$ cat src/rtl/pipe_ctrl.sv
// Hazard/stall/flush controller for the 5-stage RV32 pipeline, including the
// ecall/ebreak drain-and-halt sequence. Optional perf counters: PIPE_CTRL_PERF_EN.
module pipe_ctrl #(
  parameter int MEM_TIMEOUT  = 255,
  parameter int CNT_W        = 8,
  parameter int DRAIN_CYCLES = 3
) (
  input  logic        clk,
  input  logic        rst,
  input  logic [4:0]  id_rs1_num,
  input  logic [4:0]  id_rs2_num,
  input  logic        id_uses_rs1,
  input  logic        id_uses_rs2,
  input  logic        id_halt_req,
  input  logic        ex_valid,
  input  logic        ex_is_load,
  input  logic [4:0]  ex_rd_num,
  input  logic        ex_branch_taken,
  input  logic        imem_ready,
  input  logic        dmem_req,
  input  logic        dmem_ready,
  input  logic        resume,
  output logic        pc_en,
  output logic        if_id_en,
  output logic        id_ex_en,
  output logic        ex_mem_en,
  output logic        mem_wb_en,
  output logic        if_id_flush,
  output logic        id_ex_flush,
  output logic        mem_wb_flush,
  output logic        halted,
  output logic        mem_err,
  output logic [31:0] stall_cycles,
  output logic [31:0] flush_count
);

  typedef enum logic [1:0] {
    ST_RUN      = 2'd0,
    ST_MEM_WAIT = 2'd1,
    ST_DRAIN    = 2'd2,
    ST_HALTED   = 2'd3
  } state_t;

  localparam logic [CNT_W-1:0] WAIT_MAX   = '1;
  localparam logic [CNT_W-1:0] TIMEOUT    = CNT_W'(MEM_TIMEOUT);
  localparam logic [2:0]       DRAIN_INIT = 3'(DRAIN_CYCLES);

  state_t           state_q, state_d;
  logic [CNT_W-1:0] wait_cnt_q, wait_cnt_d;
  logic [2:0]       drain_cnt_q, drain_cnt_d;
  logic             ret_drain_q, ret_drain_d;
  logic             mem_err_q, mem_err_d;

  logic dmem_stall;
  logic load_use;

  assign dmem_stall = dmem_req && !dmem_ready;
  assign load_use   = ex_valid && ex_is_load && (ex_rd_num != 5'd0) &&
                      ((id_uses_rs1 && (id_rs1_num == ex_rd_num)) ||
                       (id_uses_rs2 && (id_rs2_num == ex_rd_num)));
  assign mem_err    = mem_err_q;

  always_comb begin
    state_d      = state_q;
    wait_cnt_d   = wait_cnt_q;
    drain_cnt_d  = drain_cnt_q;
    ret_drain_d  = ret_drain_q;
    mem_err_d    = mem_err_q;
    pc_en        = 1'b0;
    if_id_en     = 1'b0;
    id_ex_en     = 1'b0;
    ex_mem_en    = 1'b0;
    mem_wb_en    = 1'b0;
    if_id_flush  = 1'b0;
    id_ex_flush  = 1'b0;
    mem_wb_flush = 1'b0;
    halted       = 1'b0;

    case (state_q)
      ST_RUN, ST_DRAIN: begin
        if (dmem_stall) begin
          mem_wb_en    = 1'b1;
          mem_wb_flush = 1'b1;
          state_d      = ST_MEM_WAIT;
          wait_cnt_d   = CNT_W'(1);
          ret_drain_d  = (state_q == ST_DRAIN);
        end else begin
          id_ex_en  = 1'b1;
          ex_mem_en = 1'b1;
          mem_wb_en = 1'b1;
          if (ex_branch_taken) begin
            pc_en       = 1'b1;
            if_id_en    = 1'b1;
            if_id_flush = 1'b1;
            id_ex_flush = 1'b1;
          end else if (load_use) begin
            id_ex_flush = 1'b1;
          end else if ((state_q == ST_DRAIN) || !imem_ready) begin
            if_id_en    = 1'b1;
            if_id_flush = 1'b1;
          end else begin
            pc_en    = 1'b1;
            if_id_en = 1'b1;
          end
          // The halt instr moves into EX on its entry cycle; draining starts next.
          if (state_q == ST_DRAIN) begin
            drain_cnt_d = drain_cnt_q - 3'd1;
            if (drain_cnt_q <= 3'd1) begin
              state_d = ST_HALTED;
            end
          end else if (id_halt_req && !ex_branch_taken && !load_use) begin
            state_d     = ST_DRAIN;
            drain_cnt_d = DRAIN_INIT;
          end
        end
      end
      ST_MEM_WAIT: begin
        if (dmem_ready) begin
          pc_en      = 1'b1;
          if_id_en   = 1'b1;
          id_ex_en   = 1'b1;
          ex_mem_en  = 1'b1;
          mem_wb_en  = 1'b1;
          wait_cnt_d = '0;
          state_d    = ret_drain_q ? ST_DRAIN : ST_RUN;
        end else begin
          mem_wb_en    = 1'b1;
          mem_wb_flush = 1'b1;
          if (wait_cnt_q != WAIT_MAX) begin
            wait_cnt_d = wait_cnt_q + CNT_W'(1);
          end
          if (wait_cnt_q == TIMEOUT) begin
            mem_err_d = 1'b1;
          end
        end
      end
      ST_HALTED: begin
        halted = 1'b1;
        if (resume) begin
          state_d = ST_RUN;
        end
      end
      default: state_d = ST_RUN;
    endcase

    // Reset forces every stage to load bubbles, independent of the clock.
    if (rst) begin
      pc_en        = 1'b0;
      if_id_en     = 1'b0;
      id_ex_en     = 1'b0;
      ex_mem_en    = 1'b0;
      mem_wb_en    = 1'b0;
      if_id_flush  = 1'b1;
      id_ex_flush  = 1'b1;
      mem_wb_flush = 1'b1;
      halted       = 1'b0;
    end
  end

  always_ff @(posedge clk or posedge rst) begin
    if (rst) begin
      state_q     <= ST_RUN;
      wait_cnt_q  <= '0;
      drain_cnt_q <= '0;
      ret_drain_q <= 1'b0;
      mem_err_q   <= 1'b0;
    end else begin
      state_q     <= state_d;
      wait_cnt_q  <= wait_cnt_d;
      drain_cnt_q <= drain_cnt_d;
      ret_drain_q <= ret_drain_d;
      mem_err_q   <= mem_err_d;
    end
  end

`ifdef PIPE_CTRL_PERF_EN
  logic [31:0] stall_cycles_q, stall_cycles_d;
  logic [31:0] flush_count_q, flush_count_d;

  always_comb begin
    stall_cycles_d = stall_cycles_q;
    flush_count_d  = flush_count_q;
    if (!pc_en && (state_q != ST_HALTED)) begin
      stall_cycles_d = stall_cycles_q + 32'd1;
    end
    if (id_ex_flush) begin
      flush_count_d = flush_count_q + 32'd1;
    end
  end

  always_ff @(posedge clk or posedge rst) begin
    if (rst) begin
      stall_cycles_q <= '0;
      flush_count_q  <= '0;
    end else begin
      stall_cycles_q <= stall_cycles_d;
      flush_count_q  <= flush_count_d;
    end
  end

  assign stall_cycles = stall_cycles_q;
  assign flush_count  = flush_count_q;
`else
  assign stall_cycles = 32'd0;
  assign flush_count  = 32'd0;
`endif

endmodule

$ cat config.mk
export PLATFORM = sky130hd
export DESIGN_NAME = pipe_ctrl
export DESIGN_NICKNAME = d
export VERILOG_FILES = /design/src/rtl/pipe_ctrl.sv
export SDC_FILE = /design/constraint.sdc
export NUM_CORES = 1
export LEC_CHECK = 0
export ABC_AREA = 1
export CORE_ASPECT_RATIO = 0.6
export CORE_UTILIZATION = 45
export CTS_CLUSTER_SIZE = 20
export DETAILED_ROUTE_END_ITERATION = 6
export DONT_BUFFER_PORTS = 1
export SYNTH_ARGS = -nofsm -noshare
export SYNTH_HDL_FRONTEND = slang
export SYNTH_SLANG_ARGS = --single-unit
$ cat constraint.sdc
create_clock -name clk -period 2.5 [get_ports clk]
set_clock_uncertainty 0.15 [all_clocks]
set_input_delay 0.25 -clock clk [delete_from_list [all_inputs] [get_ports clk]]
set_output_delay 0.25 -clock clk [all_outputs]
set_load 0.05 [all_outputs]
* After elaboration in Yosys (flattened, before gate mapping)
Index checks and enable logic that the tools add are counted.
W data, S select, Z words.
** Word-level totals
- Register bits :: 15
- Output and inout bits :: 74
- Word-level logic and storage cells :: 96
** Operators by class
- $add $sub $neg :: 2
- $lt $le $gt $ge :: 1
- Equality and inequality tests :: 13
- Muxes and demuxes :: 48
- Bitwise gates (word level) :: 2
- Reductions and logical operators :: 25
** Operators with widths (count)
- $mux W1 :: 30
- $mux W8 :: 3
- $pmux W8 S2 :: 1
- $mux W2 :: 7
- $eq A5 B5 Y1 :: 2
- $reduce_and A3 Y1 :: 3
- $add A8 B1 Y8 const B :: 1
- $eq A8 B8 Y1 const B :: 1
- $logic_and A1 B1 Y1 :: 8
- $ne A4 B4 Y1 const B :: 2
- $ne A8 B8 Y1 const B :: 1
- $pmux W1 S2 :: 4
- $mux W3 :: 2
- $ne A2 B2 Y1 const B :: 3
- $pmux W2 S3 :: 1
- $reduce_bool A5 Y1 :: 1
- $eq A2 B2 Y1 const B :: 2
- $logic_not A1 Y1 :: 4
- $reduce_and A4 Y1 :: 1
- $reduce_bool A2 Y1 :: 2
- $le A3 B1 Y1 const B :: 1
- $ne A3 B3 Y1 const B :: 1
- $reduce_or A3 Y1 :: 1
- $sub A3 B1 Y3 const B :: 1
- other kinds (6) :: 8

* Logic depth before layout (Yosys ltp)
Gate-level depths: netlist of the first run.
- Word-level depth :: 10
- Mapped depth :: 12
- Mapped depth without buffers :: 12

* Least setup slack after synthesis of the first run
OpenSTA, ideal clock, no wires.
- Path kind :: register to output
- From :: register state_q[1]
- To :: output id_ex_en
- Arrival :: 1.870 ns
- Required time :: 2.100 ns
- Path slack :: 0.230 ns
- Cell stages (with the launch flop) :: 7
- Path buffers :: 1
- Cell sequence :: dfrtp_1 inv_2 nand2_2 inv_1 nand2_1 a21oi_1 buf_4
** Between the ends
- Cells in the longest elaborated chain, start to end :: 4
- Elaborated cells between the ends (all ways) :: 6
- Classes of those cells :: eq/ne: 2; mux: 2; reduce/logical: 2
** Ends and longest elaborated chain
- from (decl) :: RTL line 48 : state_t state_q, state_d;
- from (signal assigned) :: RTL line 168 : state_q <= state_d;
- $eq A2 B2 Y1 / $logic_not A2 Y1 (equally long branches)
- $reduce_or A2 Y1
- $pmux W1 S2 *
- $mux W1 *
- to (decl) :: RTL line 25 : output logic id_ex_en,
Mark *: on every way between the ends. The rest lies on a longest branch, timed or not.

* Worst setup path in the final report of the first run
- From :: register state_q[0]
- To :: output if_id_en
** Between the ends
- Cells in the longest elaborated chain, start to end :: 4
- Elaborated cells between the ends (all ways) :: 6
- Classes of those cells :: eq/ne: 2; mux: 2; reduce/logical: 2
** Ends and longest elaborated chain
- $eq A2 B2 Y1 / $logic_not A2 Y1 (equally long branches) :: RTL line 79 : case (state_q)
- $reduce_or A2 Y1 :: RTL line 79
- $pmux W1 S2 * :: RTL line 79
- $mux W1 * :: RTL line 147 : if (rst) begin
- to (decl) :: RTL line 24 : output logic if_id_en,
Marks and branches as above.

==> results_dict.tcl, run 1 <==
set metrics [dict create \
    setup_slack_ns 0.421 \
    grt_use_met1_pct 24.1 \
    clock_sinks 15 \
    die_x_um 81.2 \
    drtPass1Iterations 4 \
    grt_max_degree 12 \
    tightestPinTransition_ns 0.546 \
    p_per_area_nw_per_um2 854 \
    grt_pass1_wl_mm 4.60 \
    synth_ff_type "dfrtp_1" \
    wirelength_mm 2.88 \
    setup_viol 0 \
    instances_no_fill 309 \
    numCtsBuffers 3 \
    placementRows 16 \
    port_buffers 0 \
    clock_latency_ns 0.25 \
    gr-usage-all-layers_pct 15.2 \
    period_minus_slack_ns 2.08 \
    cp-start-kind "flop" \
    diodes 0 \
    yosysTopAreaCell "buf_4" \
    root_buffer "clkbuf_8" \
    vias_per_cell 4.15 \
    cts_tree "built" \
    area_growth_pct -5.40 \
    synth_top_cell_area_share_pct 28.8 \
    drv_cap 0 \
    worstPathArrival_ns 1.68 \
    syn_avg_cell_area_um2 6.64 \
    met3_usage_pct 4.63 \
    post_cts_buffers 0 \
    hpwl_mm 2.42 \
    ys_types 29 \
    clk_pin_slew_worst_paths_ns 0.06 \
    fin_crit_sh_pct 83.2 \
    numPlacedInstances 304 \
    cts_htree_levels 1 \
    p_leak_nw 0.976 \
    drt_iter0_markers 78 \
    reg2reg_depth 10 \
    die_y_um 49.5 \
    nets 295 \
    whs_ns 0.0644 \
    slew_headroom_pct 63.5 \
    vdd_drop_max_mv 0.421 \
    synth_edf_count 0 \
    max_freq_ghz 0.481 \
    use_met2_pct 19.5 \
    final_util_pct 46.8 \
    synth_seq_cells 15 \
    synth.most_common_cell "buf_4" \
    drc_errors 0 \
    core_um2 3420 \
    synthArstFlopShare_pct 100 \
    final_hold_viol_count 0 \
    synth_area_um2 1690 \
    drt.antenna.violating_nets 0 \
    crit_type "flop to output port" \
    synthTopCellsByCount "65 x buf_4, 55 x nand2_1, 36 x inv_1" \
    maxSlewViolCount 0 \
    antenna_found_initial 0 \
    cp-end-kind "output port" \
    grt_pass1_vias 970 \
    min_delay_path_depth 3 \
    ios 101 \
    wl_per_cell_um 9.30 \
    status "complete, no violations" \
    initial_utilization_pct 49.5 \
    busiest_layer "met1" \
    fp.dieArea_um2 4020 \
    crit_required_ns 2.10 \
    synth_area_leaders "buf_4 29%, dfrtp_1 22%, nand2_1 12%, inv_1 8.0%, nor2_1 5.1%" \
    clk_path_buf_depth 2 \
    gp_congestion 0.795 \
    vias 1282 \
    fin_setup_tns_ns 0 \
    seq_area_frac_synth_pct 22.2 \
    grt-ovfl-total 0 \
    syn-instance-count 255 \
    path_max_fanout 6 \
    drive_gt1_share_pct 10.6 \
    nFillCells 342 \
    hold_path.class "input pin to flop" \
    pre_cts_ws_ns 0.722 \
    yosysWarnings 0 \
    rsz0062_at_grt "no" \
]
==> metal layers <==
| layer | wire (µm) | vias to the layer above |
|---|---|---|
| met5 | 0 | - |
| met4 | 4 | 0 |
| met3 | 273 | 2 |
| met2 | 1090 | 73 |
| met1 | 1510 | 533 |
| li1 | - | 674 |
==> cell type report <==
class,instances,area [µm²],area share [%]
timing repair buffer,7,55.1,3.44
sequential,15,375,23.4
clock buffer,4,45.0,2.81
inverter,40,153,9.53
multi-input combinational,198,917,57.3
tap,45,56.3,3.52
==> stage by stage <==
step | area, µm² | total power, W
after global routing | 1600 | 0.00148
after detailed placement | 1550 | 0.00117
after floorplan | 1930 | 0.00113
after global placement | 1550 | 0.00117
final | 1600 | 0.00137
after CTS | 1600 | 0.00138
==> final timing paths <==
| check | startpoint | end | slack (ns) |
|---|---|---|---|
| max | state_q[0]$_DFFE_PP0P_ | if_id_en | 0.42 |
| min | dmem_ready | mem_err$_DFFE_PP0P_ | 0.06 |
| max reg2reg | wait_cnt_q[0]$_DFFE_PP0P_ | wait_cnt_q[7]$_DFFE_PP0P_ | 0.74 |
| min reg2reg | ret_drain_q$_DFFE_PP0P_ | ret_drain_q$_DFFE_PP0P_ | 0.34 |
| max in group asynchronous | rst | wait_cnt_q[0]$_DFFE_PP0P_ | 1.45 |
| min in group asynchronous | rst | state_q[0]$_DFFE_PP0P_ | 0.26 |
==> flip-flops by register name (all words and copies together), names as in the netlist <==
name,count
wait_cnt_q,8
drain_cnt_q,3
state_q,2
mem_err,1
ret_drain_q,1
==> cell usage in the layout, fill, tap and decap left out <==
cell type | synthesis | routed
nand4_1 | 2 | 2
a31oi_1 | 1 | 1
nor2_2 | 1 | 1
o22ai_1 | 1 | 1
clkbuf_8 | 0 | 3
a21oi_1 | 7 | 6
nor2_1 | 23 | 23
ha_1 | 3 | 3
a221oi_1 | 1 | 1
nand2_2 | 4 | 4
nand3_1 | 9 | 9
o21ai_1 | 3 | 4
o21ai_0 | 12 | 11
inv_1 | 36 | 36
inv_2 | 3 | 3
nor3_2 | 2 | 2
a22oi_1 | 1 | 1
o211ai_1 | 1 | 1
buf_4 | 65 | 6
clkbuf_1 | 0 | 1
nor3_1 | 1 | 1
nor2_4 | 2 | 2
conb_1 | 1 | 64
nand3_2 | 1 | 1
nand4_2 | 1 | 1
nor2_8 | 1 | 1
nand2_1 | 55 | 55
dlygate4sd3_1 | 0 | 1
nand2_4 | 1 | 1
inv_4 | 1 | 1
dfrtp_1 | 15 | 15
a21oi_2 | 0 | 1
or2_2 | 1 | 1
==> logic make-up (layout without fill, tap and decap cells) <==
kind of cell | count (synthesis) | count (layout) | share of synthesized area (%)
AND/OR/NAND/NOR | 104 | 104 | 28.9
AO/OA/AOI/OAI | 27 | 27 | 8.65
adder cells (fa/ha/maj) | 3 | 3 | 2.22
flip-flops | 15 | 15 | 22.2
other | 1 | 64 | 0.222
buffers and inverters | 105 | 51 | 37.8
==> critical path, cell delays in order (launching register included) <==
cell,delay [ns]
dfrtp_1,0.45
nor2_1,0.29
o21ai_0,0.20
nand2_1,0.09
nand2_1,0.06
inv_1,0.34
==> report_power, final <==
part | switching (W) | internal (W) | total, W
combinational | 0.000633 | 0.000177 | 0.000810
sequential | 0.0000526 | 0.000310 | 0.000362
clock | 0.0000830 | 0.000113 | 0.000196
total | 0.000769 | 0.000600 | 0.00137
==> what timing repair did <==
item	4_1_cts	5_1_grt
hold buffers	1	0
hold endpoints to repair	4	0
gates resized for setup	0	0
endpoints found under the setup margin	0	0
(Power assumes the default switching activity.)
==> run 2, diff against run 1 <==
==> constraint.sdc (replaced) <==
create_clock -name clk -period 2 [get_ports clk]
set_clock_uncertainty 0.15 [all_clocks]
set_input_delay 0.2 -clock clk [delete_from_list [all_inputs] [get_ports clk]]
set_output_delay 0.2 -clock clk [all_outputs]
set_load 0.05 [all_outputs]
==> run 2 against run 1 <==
Non-clock buffer count grew 2. Wire length grew 7.4%. Critical path depth is the same. Count of clock-buffer cells in the layout is the same. Critical endpoint is now pc_en. Largest cell class unchanged. Largest power group unchanged.
==> results_dict.tcl, run 2 (synthesis results as in run 1) <==
set metrics [dict create \
    gr-usage-all-layers_pct 16.8 \
    regToRegStartpoint "wait_cnt_q[0]$_DFFE_PP0P_" \
    clk_path_buf_depth 2 \
    final_util_pct 48.1 \
    reg.largest.list "wait_cnt_q: 8 flops, drain_cnt_q: 3 flops, state_q: 2 flops" \
    hold_start "dmem_ready" \
    internal-power_w 0.000781 \
    crit_family "flip-flops" \
    grt_pass1_vias 1138 \
    worst-path-buf-inv 2 \
    path_max_fanout 6 \
    critPathSlowestCell "dfrtp_2" \
    multiInputGateArea_um2 925 \
    final_common_cell "conb_1" \
    initial_utilization_pct 49.5 \
    hpwl_mm 2.58 \
    drtPass1Iterations 4 \
    port_buffers 0 \
    drv_cap 0 \
    timing.rr.end "wait_cnt_q[7]$_DFFE_PP0P_" \
    regArea_um2 377 \
    r2r_slack_ns 0.22 \
    vdd_drop_max_mv 0.464 \
    p_leak_nw 0.979 \
    period_minus_slack_ns 1.92 \
    pwr-share-comb_pct 60.1 \
    crit_required_ns 1.65 \
    final_cell_area_um2 1650 \
    nets 297 \
    path_common_cell "nor2_2" \
    placedInstanceArea_um2 1570 \
    reg2reg_depth 10 \
    clk_pin_slew_worst_paths_ns 0.06 \
    cp-end-kind "output port" \
    cp-start-kind "flop" \
    ios 101 \
    layout_common_cells "64 x conb_1, 55 x nand2_1, 34 x inv_1" \
    post_cts_buffers 0 \
    clock_latency_ns 0.25 \
    max_freq_ghz 0.521 \
    vias_per_cell 4.24 \
    vias 1319 \
    nFillCells 354 \
    critPathMaxStageDelay_ns 0.46 \
    maxSlewViolCount 0 \
    largest_register_ffs 8 \
    core_um2 3420 \
    numCtsBuffers 3 \
    grt_pass1_wl_mm 5.12 \
    crit_chain "nor2_2 > inv_1 > a221oi_1 > nor2_2 > buf_6" \
    diodes 0 \
    fin_setup_tns_ns 0 \
    worstPathArrival_ns 1.57 \
    grt_max_degree 9 \
    gp_congestion 0.834 \
    p_sw_w 0.000996 \
    drive_gt1_share_pct 13.2 \
    wirelength_mm 3.09 \
    grt-ovfl-total 0 \
    power_frac_clock_pct 13.8 \
    drc_errors 0 \
    top_register "wait_cnt_q" \
    die_x_um 81.2 \
    clock_sinks 15 \
    min_delay_path_depth 3 \
    total_power_w 0.00178 \
    drt.antenna.violating_nets 0 \
    power_frac_seq_pct 26.1 \
    wl_per_cell_um 9.93 \
    fp.dieArea_um2 4020 \
    crit_type "flop to output port" \
    die_y_um 49.5 \
    fin_crit_sh_pct 96.1 \
    final_hold_viol_count 0 \
    drt_iter0_markers 36 \
    placementRows 16 \
    hold_path.class "input pin to flop" \
    antenna_found_initial 0 \
    cts_tree "built" \
    power_switching_share_pct 56.1 \
    setup_viol 0 \
    root_buffer "clkbuf_8" \
    holdPathEnd "mem_err$_DFFE_PP0P_" \
    area_growth_pct -2.66 \
    status "complete, no violations" \
    cts_htree_levels 1 \
    p_per_area_nw_per_um2 1080 \
]
[run 2: changes by cell type in the layout (fill, tap and decap cells not counted), sizes merged]
| cell | before | now |
|---|---|---|
| clkinvlp | 0 | 1 |
| dlygate4sd3 | 1 | 2 |
| inv | 40 | 39 |
| buf | 6 | 7 |
[run 2: per-layer routing]
metal	share of wire (%)	vias up	GRT usage, %
met5	0	-	0
met4	1.3	0	4.17
met3	9.0	7	5.00
met2	37	80	23.4
met1	52	558	25.0
li1	-	674	-
[run 2: area by class of cell]
| type | count | area share, % |
|---|---|---|
| clock buffers | 4 | 2.73 |
| inverters | 40 | 9.49 |
| multi-input cells | 198 | 56.1 |
| flip-flops and latches | 15 | 22.9 |
| well taps | 45 | 3.42 |
| repair buffers | 9 | 5.39 |
[run 2: tightest hold or removal path: cells and delay by family]
kind | cells | cell delay, ns
and+or+nand+nor | 3 | 0.18
[run 2: what timing repair did]
action / in CTS / in global routing
hold buffers: 2 / 0
endpoints found under the setup margin: 2 / 2
pin swaps: 0 / 0
hold endpoints to repair: 8 / 0
gates resized for setup: 1 / 6
[run 2: how the worst max path moves through the flow]
| stage | endpoint | cells past startpoint | from | slack, ns |
|---|---|---|---|---|
| final | pc_en | 5 | state_q[0]$_DFFE_PP0P_ | 0.08 |
| after global routing | pc_en | 5 | state_q[0]$_DFFE_PP0P_ | -0.02 |
| after CTS | pc_en | 5 | state_q[0]$_DFFE_PP0P_ | 0.04 |
| after detailed placement | wait_cnt_q[7]$_DFFE_PP0P_ | 10 | wait_cnt_q[0]$_DFFE_PP0P_ | 0.22 |
| after global placement | if_id_en | 5 | state_q[0]$_DFFE_PP0P_ | 0.23 |
| after floorplan | pc_en | 5 | state_q[0]$_DFFE_PP0P_ | 0.09 |
[run 2: metrics by stage]
stage | setup WS (ns) | hold slack [ns] | instances
6_report | 0.0790 | 0.0203 | 311
5_1_grt | -0.0153 | 0.0341 | 311
4_1_cts | 0.0363 | 0.0183 | 311
3_5_place_dp | 0.224 | -0.0111 | 305
3_3_place_gp | 0.230 | -0.0259 | 305
2_1_floorplan | 0.0942 | -0.0167 | 318
[run 2: power by group through the flow]
stage                     Sequential (W)  Clock, W  Combinational (W)
after floorplan                 0.000441         0           0.000979
after global placement          0.000458         0            0.00103
after detailed placement        0.000460         0            0.00104
after CTS                       0.000457  0.000251            0.00105
after global routing            0.000471  0.000261            0.00118
final                           0.000464  0.000245            0.00107
==> run 3, diff against run 2 <==
--- a/config.mk
+++ b/config.mk
@@ -7,6 +7,7 @@
 export LEC_CHECK = 0
 export ABC_AREA = 1
 export CORE_ASPECT_RATIO = 0.6
+export CORE_MARGIN = 4
 export CORE_UTILIZATION = 45
 export CTS_CLUSTER_SIZE = 20
 export DETAILED_ROUTE_END_ITERATION = 6
==> run 3 against run 2 <==
Cell area is 0.15% higher. Final cell count increased by 0.64%. Utilization grew 0.073 points. Non-clock buffer count increased by 2. Sequential share of layout area fell by 0.11 points. Sequential cell count unchanged. Combinational power about the same. Critical endpoint is now id_ex_flush. Largest power group unchanged.
==> results_dict.tcl, run 3 (synthesis results as in run 1) <==
set metrics [dict create \
    port_buffers 0 \
    core_um2 3420 \
    rsz0062_at_grt "no" \
    clock_sinks 15 \
    grt-ovfl-total 0 \
    maxSlewViolCount 0 \
    final_cell_area_um2 1650 \
    reg.largest.list "wait_cnt_q: 8 flops, drain_cnt_q: 3 flops, state_q: 2 flops" \
    final_common_cell "conb_1" \
    initial_utilization_pct 49.5 \
    drt.antenna.violating_nets 0 \
    area_growth_pct -2.51 \
    cp-start-kind "input pin" \
    setup_viol 0 \
    cts_htree_levels 1 \
    ios 101 \
    drtPass1Iterations 4 \
    drv_cap 0 \
    grt_pass1_vias 1139 \
    crit_chain "dlygate4sd3_1 > clkinvlp_4 > nand2_1" \
    die_y_um 55.5 \
    gr-usage-all-layers_pct 13.2 \
    hpwl_mm 2.90 \
    internal-power_w 0.000788 \
    vdd_drop_max_mv 0.592 \
    pwr-share-comb_pct 60.3 \
    status "complete, no violations" \
    vias_per_cell 4.23 \
    wirelength_mm 3.34 \
    drc_errors 0 \
    hold_path.class "input pin to flop" \
    crit_type "input pin to output port" \
    crit_required_ns 1.65 \
    p_sw_w 0.000979 \
    worstPathArrival_ns 1.54 \
    placedInstanceArea_um2 1590 \
    die_x_um 87.2 \
    fp.dieArea_um2 4840 \
    period_minus_slack_ns 1.89 \
    max_freq_ghz 0.528 \
    drt_iter0_markers 72 \
    critPathSlowestCell "dlygate4sd3_1" \
    grt_pass1_wl_mm 5.18 \
    largest_register_ffs 8 \
    cts_tree "built" \
    final_hold_viol_count 0 \
    clk_path_buf_depth 2 \
    wl_per_cell_um 10.7 \
    vias 1324 \
    grt_max_degree 13 \
    gp_congestion 0.864 \
    p_per_area_nw_per_um2 1070 \
    fin_setup_tns_ns 0 \
    p_leak_nw 0.994 \
    clk_pin_slew_worst_paths_ns 0.06 \
    drive_gt1_share_pct 12.7 \
    critPathMaxStageDelay_ns 0.61 \
    power_frac_clock_pct 13.9 \
    root_buffer "clkbuf_8" \
    top_register "wait_cnt_q" \
    placementRows 16 \
    path_max_fanout 12 \
    diodes 0 \
    cp-end-kind "output port" \
    layout_common_cells "64 x conb_1, 55 x nand2_1, 35 x inv_1" \
    power_frac_seq_pct 25.7 \
    antenna_found_initial 0 \
    numCtsBuffers 3 \
    fin_crit_sh_pct 94.6 \
    clock_latency_ns 0.24 \
    nets 299 \
    power_switching_share_pct 55.4 \
]
-- run 3: cell count changes in the layout (fill, tap and decap cells not counted), sizes merged --
| cell | delta |
|---|---|
| buf | +3 |
| dlygate4sd3 | -1 |
-- run 3: cell type report --
cell class	instances	area, µm²
fillers	346	1770
well taps	45	56.3
clock buffers	4	45.0
inverters	40	156
multi-input cells	198	920
flip-flops and latches	15	375
repair buffers	11	97.6
-- run 3: layer usage --
| layer | vias up | share of wire, % | routed length (µm) | GRT usage, % |
|---|---|---|---|---|
| met5 | - | 0 | 0 | 0 |
| met4 | 0 | 0.51 | 17 | 2.41 |
| met3 | 2 | 14 | 476 | 4.61 |
| met2 | 86 | 37 | 1220 | 18.2 |
| met1 | 556 | 49 | 1630 | 19.7 |
| li1 | 680 | - | - | - |
-- run 3: through the flow --
step                worst slack, ns  instances  power [W]  utilization [%]  hold slack [ns]
finish                        0.107        313    0.00177             48.2           0.0339
global route                0.00722        313    0.00190             48.2           0.0482
CTS                          0.0773        313    0.00176             48.0           0.0385
detailed placement            0.241        308    0.00151             46.4          -0.0507
global placement              0.285        308    0.00151             46.4          -0.0517
floorplan                    0.0942        318    0.00142                -          -0.0167
-- run 3: power groups by stage --
| stage | registers (W) | logic, W | clock network (W) |
|---|---|---|---|
| global route | 0.000469 | 0.00117 | 0.000264 |
| global placement | 0.000459 | 0.00105 | 0 |
| CTS | 0.000453 | 0.00106 | 0.000252 |
| floorplan | 0.000441 | 0.000979 | 0 |
| finish | 0.000455 | 0.00107 | 0.000247 |
| detailed placement | 0.000459 | 0.00105 | 0 |
-- run 3: worst paths after layout --
kind	start	end	slack, ns	cells after the start
worst max-delay path	rst	id_ex_flush	0.11	3
worst min-delay path	dmem_ready	wait_cnt_q[1]$_DFFE_PP0P_	0.03	3
worst max register to register	wait_cnt_q[0]$_DFFE_PP0P_	wait_cnt_q[7]$_DFFE_PP0P_	0.24	10
worst min register to register	wait_cnt_q[6]$_DFFE_PP0P_	wait_cnt_q[6]$_DFFE_PP0P_	0.35	1
max in group asynchronous	rst	wait_cnt_q[6]$_DFFE_PP0P_	1.10	3
min in group asynchronous	rst	drain_cnt_q[1]$_DFFE_PP0P_	0.25	2
-- run 3: worst max-delay path: cells and delay by family --
kind                   cells  cell delay, ns
buffers and inverters      2            0.88
AND/OR/NAND/NOR            1            0.46
-- run 3: repair_timing --
| action | CTS | global route |
|---|---|---|
| hold buffers | 1 | 0 |
| hold endpoints to repair | 6 | 0 |
| resized for setup | 0 | 2 |
| setup buffers | 0 | 0 |
| setup endpoints to repair | 0 | 1 |
